$ cat src/rtl/ser_pkg.sv
// ser_pkg: shared state type, default width and counter-width helper for the bit serializer
package ser_pkg;
   typedef enum logic {ST_IDLE, ST_SHIFT} state_t;
   localparam int WIDTH_DEF = 8;
   function automatic int CNT_W(input int w);
      return (w > 2) ? $clog2(w) : 1;
   endfunction
endpackage

$ cat src/rtl/ser_hold_reg.sv
// ser_hold_reg: one-word holding register that parks the next word while the current one shifts
module ser_hold_reg import ser_pkg::*; #(
   parameter int WIDTH = WIDTH_DEF
)(
   input  logic             clk,
   input  logic             reset,
   input  logic             load,
   input  logic             drain,
   input  logic [WIDTH-1:0] din,
   output logic [WIDTH-1:0] hold,
   output logic             hold_full
);
   // load and drain never coincide: load needs an empty register, drain needs a full one
   always_ff @(posedge clk)
      if (reset) begin
         hold      <= '0;
         hold_full <= 1'b0;
      end else begin
         if (load) hold <= din;
         hold_full <= load ? 1'b1 : (drain ? 1'b0 : hold_full);
      end
endmodule

$ cat src/rtl/bit_serializer.sv
// bit_serializer: parallel-to-serial front end feeding the 1101 sequence detector
module bit_serializer import ser_pkg::*; #(
   parameter int   WIDTH     = WIDTH_DEF,
   parameter bit   MSB_FIRST = 1'b1,
   parameter logic IDLE_BIT  = 1'b0
)(
   input  logic             clk,
   input  logic             reset,
   input  logic [WIDTH-1:0] in_data,
   input  logic             in_valid,
   output logic             in_ready,
   output logic             x_out,
   output logic             x_valid,
   output logic             frame_start,
   output logic             busy
);
   localparam int CW = CNT_W(WIDTH);
   localparam logic [CW-1:0] LAST = CW'(WIDTH - 1);
   state_t state, state_n;
   logic [WIDTH-1:0] sh, sh_n, hold;
   logic [CW-1:0] cnt, cnt_n;
   logic hold_full, xfer, last, hold_ld, drain;
   assign in_ready = !hold_full && !reset;
   assign xfer     = in_valid && in_ready;
   assign last     = (state == ST_SHIFT) && (cnt == LAST);
   assign hold_ld  = xfer && (state == ST_SHIFT) && !last;
   assign drain    = last && hold_full;
   ser_hold_reg #(.WIDTH(WIDTH)) u_hold (
      .clk       (clk),
      .reset     (reset),
      .load      (hold_ld),
      .drain     (drain),
      .din       (in_data),
      .hold      (hold),
      .hold_full (hold_full)
   );
   // next word source at the last-bit edge: held word first, then a same-edge bypass, else idle
   always_comb begin
      state_n = state;
      sh_n    = sh;
      cnt_n   = cnt;
      if (state == ST_IDLE) begin
         if (xfer) begin
            state_n = ST_SHIFT;
            sh_n    = in_data;
            cnt_n   = '0;
         end
      end else if (!last) begin
         sh_n  = MSB_FIRST ? {sh[WIDTH-2:0], 1'b0} : {1'b0, sh[WIDTH-1:1]};
         cnt_n = cnt + 1'b1;
      end else begin
         cnt_n = '0;
         if (hold_full) sh_n = hold;
         else if (xfer) sh_n = in_data;
         else state_n = ST_IDLE;
      end
   end
   // state, shift register and bit counter
   always_ff @(posedge clk)
      if (reset) begin
         state <= ST_IDLE;
         sh    <= '0;
         cnt   <= '0;
      end else begin
         state <= state_n;
         sh    <= sh_n;
         cnt   <= cnt_n;
      end
   assign x_valid     = (state == ST_SHIFT);
   assign x_out       = x_valid ? (MSB_FIRST ? sh[WIDTH-1] : sh[0]) : IDLE_BIT;
   assign frame_start = x_valid && (cnt == '0);
   assign busy        = x_valid || hold_full;
endmodule

$ cat config.mk
export PLATFORM = sky130hd
export DESIGN_NAME = bit_serializer
export DESIGN_NICKNAME = d
export VERILOG_FILES = /design/src/rtl/ser_pkg.sv /design/src/rtl/ser_hold_reg.sv /design/src/rtl/bit_serializer.sv
export SDC_FILE = /design/constraint.sdc
export NUM_CORES = 1
export LEC_CHECK = 0
export CAP_MARGIN = 20
export CELL_PAD_IN_SITES_DETAIL_PLACEMENT = 1
export CELL_PAD_IN_SITES_GLOBAL_PLACEMENT = 2
export CORE_UTILIZATION = 33
export CTS_CLUSTER_DIAMETER = 60
export DETAILED_ROUTE_END_ITERATION = 8
export PLACE_DENSITY_LB_ADDON = 0.1
export SYNTH_ARGS = -nofsm -noshare
export SYNTH_HDL_FRONTEND = slang
export SYNTH_SLANG_ARGS = --single-unit
$ cat constraint.sdc
create_clock -name clk -period 3 [get_ports clk]
set_input_delay 0.75 -clock clk [delete_from_list [all_inputs] [get_ports clk]]
set_output_delay 0.75 -clock clk [all_outputs]
set_load 0.02 [all_outputs]
After elaboration in Yosys (flattened, before gate mapping):

Cells that the tools add are included.

* register bits after elaboration: 21
* word-level logic and storage cells: 35

* add/sub/neg operators: 1
* eq/ne operators: 1
* muxes and demuxes: 14
* reductions and logical operators: 14

Operator list (number)
* two-way mux 8 bit: 4
* two-way mux 3 bit: 3
* logical AND 1 bit: 7
* two-way mux 1 bit: 7
* nonzero test 2 bit: 2
* adder 3 x 1 -> 3 bit (second input constant): 1
* == test 3 bit (second input constant): 1
* logical NOT 1 bit: 3
* logical NOT 3 bit: 1
* logical OR 1 bit: 1

Depth between registers and ports, before layout:

* depth after elaboration: 7
* mapped depth: 6
* depth with buffers taken out: 5

Modules after synthesis:

A second synthesis with hierarchy kept.

* cells, all modules: 144
* area total of the unflattened synthesis: 1193.6 um^2

By module, submodules not included
* bit_serializer: times used 1, cells an instance 114, area each 872.1 um^2, sequential area each 240.2 um^2
* ser_hold_reg: times used 1, cells an instance 30, area each 321.6 um^2, sequential area each 180.2 um^2

Worst setup path before layout:

OpenSTA, ideal clock, no wires.

* path type: input -> output
* start: in reset
* end: out in_ready
* data arrival time: 1215 ps
* data required time: 2250 ps
* setup slack: 1035 ps
* cell stages on the path: 2
* cell sequence: buf_2 nor2_1

* cells in the longest elaborated chain, start to end: 2

Ends and longest elaborated chain
* start: declaration: RTL line bit_serializer.sv:8 `input logic reset,`
* logical NOT 1 bit: RTL line bit_serializer.sv:23 `assign in_ready = !hold_full && !reset;`
* logical AND 1 bit: RTL line bit_serializer.sv:23
* end: declaration: RTL line bit_serializer.sv:11 `output logic in_ready,`

Every way passes these cells.

Worst setup path in the final report:

Ends and elaborated chain as after synthesis.

==> impl_summary.log <==
[metrics] GR Overflow Total: 0
[metrics] Bufs and invs on worst path: 2
[metrics] post-CTS setup buffer count: 0
[metrics] # DRC: 2
[metrics] worst voltage drop across the vdd grid: 0.139 mV
[metrics] register clock-pin slew on the reported worst setup and hold paths: 120 ps
[metrics] core area: 2850 sq um
[metrics] number of global-route vias before repair: 915
[metrics] number of inserted filler cells in the final layout: 365
[metrics] clock network power share: 0.256
[metrics] total track usage: 0.166
[metrics] DRT iter0 DRCs: 25
[metrics] fraction of final layout cells with drive strength greater than 1: 0.0458
[metrics] number of inserted diodes: 0
[metrics] Largest delay share family, worst path: buffers and inverters
[metrics] flops & latches, synth: 21
[metrics] average footprint of a synthesized cell: 8.61 sq um
[metrics] maximum count of clock buffers along a single path: 2
[metrics] smallest setup slack after layout: 331 ps
[metrics] number of max-slew violations in the final report: 0
[metrics] maximum number of pins on one net before global-route repair: 20
[metrics] area added between synthesis and finish: 16.8%
[metrics] internal power contribution: 0.393 mW
[metrics] kind of path behind the tightest hold check: flip-flop to flip-flop
[metrics] final net count: 146
[metrics] count of yosys warnings during synthesis: 0
[metrics] Die Ht: 57.7 microns
[metrics] nets in the synthesized netlist: 133
[metrics] Mapped Area: 1020 sq um
[metrics] kind of start point of the critical path: input pin
[metrics] PwrDens: 453 nW/um^2
[metrics] width of the die: 57.7 microns
[metrics] setup total negative slack: 0 ps
[metrics] vias after detailed routing: 902
[metrics] MaxCap Viol Count: 0
[metrics] total CTS buffers: 3
[metrics] post-detail-place hpwl: 1.72 mm
[metrics] top achievable clock speed: 0.375 GHz
[metrics] failing checks: DRC
[metrics] deepest level of the CTS H-tree: 1
[metrics] count of cell types in the netlist: 29
[metrics] final cycle utilization of the critical path: 0.890
[metrics] global-route wire length before repair: 4.21 mm
[metrics] average routed wire per standard cell: 15.5 microns
[metrics] CP max stage delay: 620 ps
[metrics] total count of hold-check failures in the final report: 0
[metrics] clock period minus final worst setup slack: 2670 ps
[metrics] share of power burned in registers: 0.572
[metrics] gate count after technology mapping: 119
[metrics] routed vias/inst: 5.57
[metrics] DR pass1 iterations: 6
[metrics] Critical Path, Cell by Cell: clkdlybuf4s50_1 -> nor2_1 -> clkdlybuf4s50_1
[metrics] critical path start-end classification: input pin to primary output
[metrics] area of the die: 3330 sq um
[metrics] worst rel slew slack: 0.644
[metrics] data arrival time at the worst-slack endpoint: 1920 ps
[metrics] largest fanout of any net on the critical path: 2
[metrics] fin cells: 162
[metrics] CTS tree: yes
[metrics] setup repair after global routing missed its margin: no
[metrics] worst clock skew: 5.07 ps
[metrics] starting density of the core: 0.359
[metrics] leak pwr: 0.519 nW
[metrics] slowest cell on the critical path: sky130_fd_sc_hd__clkdlybuf4s50_1
[metrics] root cell of the clock tree: sky130_fd_sc_hd__clkbuf_4
[metrics] number of rows in the core area: 19
[metrics] routability cong.: 0.717
[metrics] Clk Latency, worst-skew pair: 300 ps
[metrics] placed insts: 158
[metrics] outcome: finished, violations left
[metrics] Final setup viols: 0
[metrics] number of nets with antenna violations after routing: 0
[metrics] Worst-Margin Slew: 534 ps
[metrics] data required time at the worst endpoint: 2250 ps
[metrics] cts hold-fix bufs: 0
[metrics] most frequent cell on the critical path: sky130_fd_sc_hd__clkdlybuf4s50_1
[metrics] portion of the post-synthesis area used by sequential elements: 0.410
[metrics] final wirelength: 2.52 mm
[metrics] Top Ports: 16
[metrics] Comb pwr share: 0.173
[metrics] IO buf count: 15
[metrics] sink count of the clock tree: 21
[metrics] worst slack after detailed placement: 332 ps
[metrics] Resize count post-CTS: 0
[metrics] switching pwr: 0.150 mW
[metrics] antenna violations before repair: 0
[metrics] switching share of power: 0.276
[metrics] type of element capturing the critical path: primary output
-- Yosys cell counts --
| library cell | n | area share |
|---|---|---|
| sky130_fd_sc_hd__nand2b_1 | 3 | 0.018 |
| sky130_fd_sc_hd__a21oi_1 | 10 | 0.049 |
| sky130_fd_sc_hd__buf_4 | 2 | 0.015 |
| sky130_fd_sc_hd__nand2b_2 | 1 | 0.0085 |
| sky130_fd_sc_hd__or2_1 | 1 | 0.0061 |
| sky130_fd_sc_hd__mux2_1 | 1 | 0.011 |
| sky130_fd_sc_hd__and3_1 | 6 | 0.037 |
| sky130_fd_sc_hd__and2_1 | 1 | 0.0061 |
| sky130_fd_sc_hd__inv_1 | 3 | 0.011 |
| sky130_fd_sc_hd__mux2i_1 | 8 | 0.078 |
| sky130_fd_sc_hd__o22ai_1 | 7 | 0.043 |
| sky130_fd_sc_hd__and4bb_1 | 1 | 0.012 |
| sky130_fd_sc_hd__nand4bb_1 | 1 | 0.011 |
| sky130_fd_sc_hd__clkbuf_1 | 1 | 0.0037 |
| sky130_fd_sc_hd__nor2_1 | 3 | 0.011 |
| sky130_fd_sc_hd__a2bb2oi_1 | 1 | 0.0085 |
| sky130_fd_sc_hd__ha_1 | 3 | 0.037 |
| sky130_fd_sc_hd__nor2b_1 | 1 | 0.0061 |
| sky130_fd_sc_hd__a21o_1 | 1 | 0.0073 |
| sky130_fd_sc_hd__dfxtp_1 | 21 | 0.41 |
| sky130_fd_sc_hd__inv_2 | 1 | 0.0037 |
| sky130_fd_sc_hd__nand4_1 | 1 | 0.0061 |
| sky130_fd_sc_hd__nand3b_1 | 2 | 0.015 |
| sky130_fd_sc_hd__a211oi_1 | 1 | 0.0073 |
| sky130_fd_sc_hd__nand2_1 | 13 | 0.048 |
| sky130_fd_sc_hd__o221ai_1 | 1 | 0.0085 |
| sky130_fd_sc_hd__buf_6 | 1 | 0.011 |
| sky130_fd_sc_hd__nand3_1 | 19 | 0.093 |
| sky130_fd_sc_hd__buf_2 | 4 | 0.020 |
-- worst paths after layout --
| kind | start | endpoint | slack, ps | cells after the start |
|---|---|---|---|---|
| max | reset | in_ready | 330 | 3 |
| min | u_hold.hold[4] | u_hold.hold[4] | 460 | 2 |
| max reg2reg | cnt[0] | u_hold.hold[7] | 1170 | 5 |
| min reg2reg | u_hold.hold[4] | u_hold.hold[4] | 460 | 2 |
-- worst min-delay path: stages (launching register included) --
cell and delay [ps]:
sky130_fd_sc_hd__dfxtp_1 330, sky130_fd_sc_hd__nand3_1 60, sky130_fd_sc_hd__nand2_1 50
-- power by group through the flow --
stage | clock [mW] | sequential [mW] | combinational, mW
final | 0.139 | 0.310 | 0.0937
after global routing | 0.158 | 0.313 | 0.103
after CTS | 0.147 | 0.310 | 0.0954
after detailed placement | 0 | 0.317 | 0.0950
after global placement | 0 | 0.316 | 0.0935
after floorplan | 0 | 0.310 | 0.0642
-- flip-flops by register name (all words and copies together), names as in the netlist --
register,flops
sh,8
u_hold.hold_full,1
u_hold.hold,8
x_valid,1
cnt,3
-- per-stage QoR --
step | util | power (mW) | area (sq um) | hold slack (ps)
after global placement | 0.411 | 0.410 | 1170 | 439
after detailed placement | 0.411 | 0.412 | 1170 | 450
after global routing | 0.420 | 0.574 | 1200 | 501
after floorplan | - | 0.374 | 1020 | 430
after CTS | 0.420 | 0.553 | 1200 | 468
final | 0.420 | 0.543 | 1200 | 463
-- cell type report --
| class | instances | area, sq um | share of cell area |
|---|---|---|---|
| flip-flops and latches | 21 | 420 | 0.351 |
| repair buffers | 16 | 158 | 0.132 |
| well taps | 31 | 38.8 | 0.0324 |
| inverters | 4 | 15.0 | 0.0125 |
| clock buffers | 4 | 26.3 | 0.0219 |
| multi-input cells | 86 | 539 | 0.450 |
-- per-layer routing --
layer | track usage | wire, microns
met3 | 0.0201 | 52
met2 | 0.272 | 1240
met5 | 0 | 0
met1 | 0.219 | 1210
met4 | 0.0782 | 17
-- layout by cell type, fill, tap and decap left out, types with 2 or more instances in the layout --
cell type,instances
sky130_fd_sc_hd__ha_1,3
sky130_fd_sc_hd__and3_1,6
sky130_fd_sc_hd__nand2b_1,3
sky130_fd_sc_hd__mux2i_1,8
sky130_fd_sc_hd__dfxtp_1,21
sky130_fd_sc_hd__nand3b_1,2
sky130_fd_sc_hd__o22ai_1,7
sky130_fd_sc_hd__nor2_1,3
sky130_fd_sc_hd__nand3_1,19
sky130_fd_sc_hd__nand2_1,13
sky130_fd_sc_hd__clkdlybuf4s50_1,15
sky130_fd_sc_hd__a21oi_1,10
sky130_fd_sc_hd__inv_1,3
sky130_fd_sc_hd__clkbuf_4,3
-- cells by family after synthesis --
kind of cell / synth area share
simple gates: 0.277
mux: 0.0891
fa+ha+maj: 0.0366
buf+inv: 0.0635
flops: 0.410
compound gates: 0.123
Note: power is estimated with default switching activity, not from simulation.
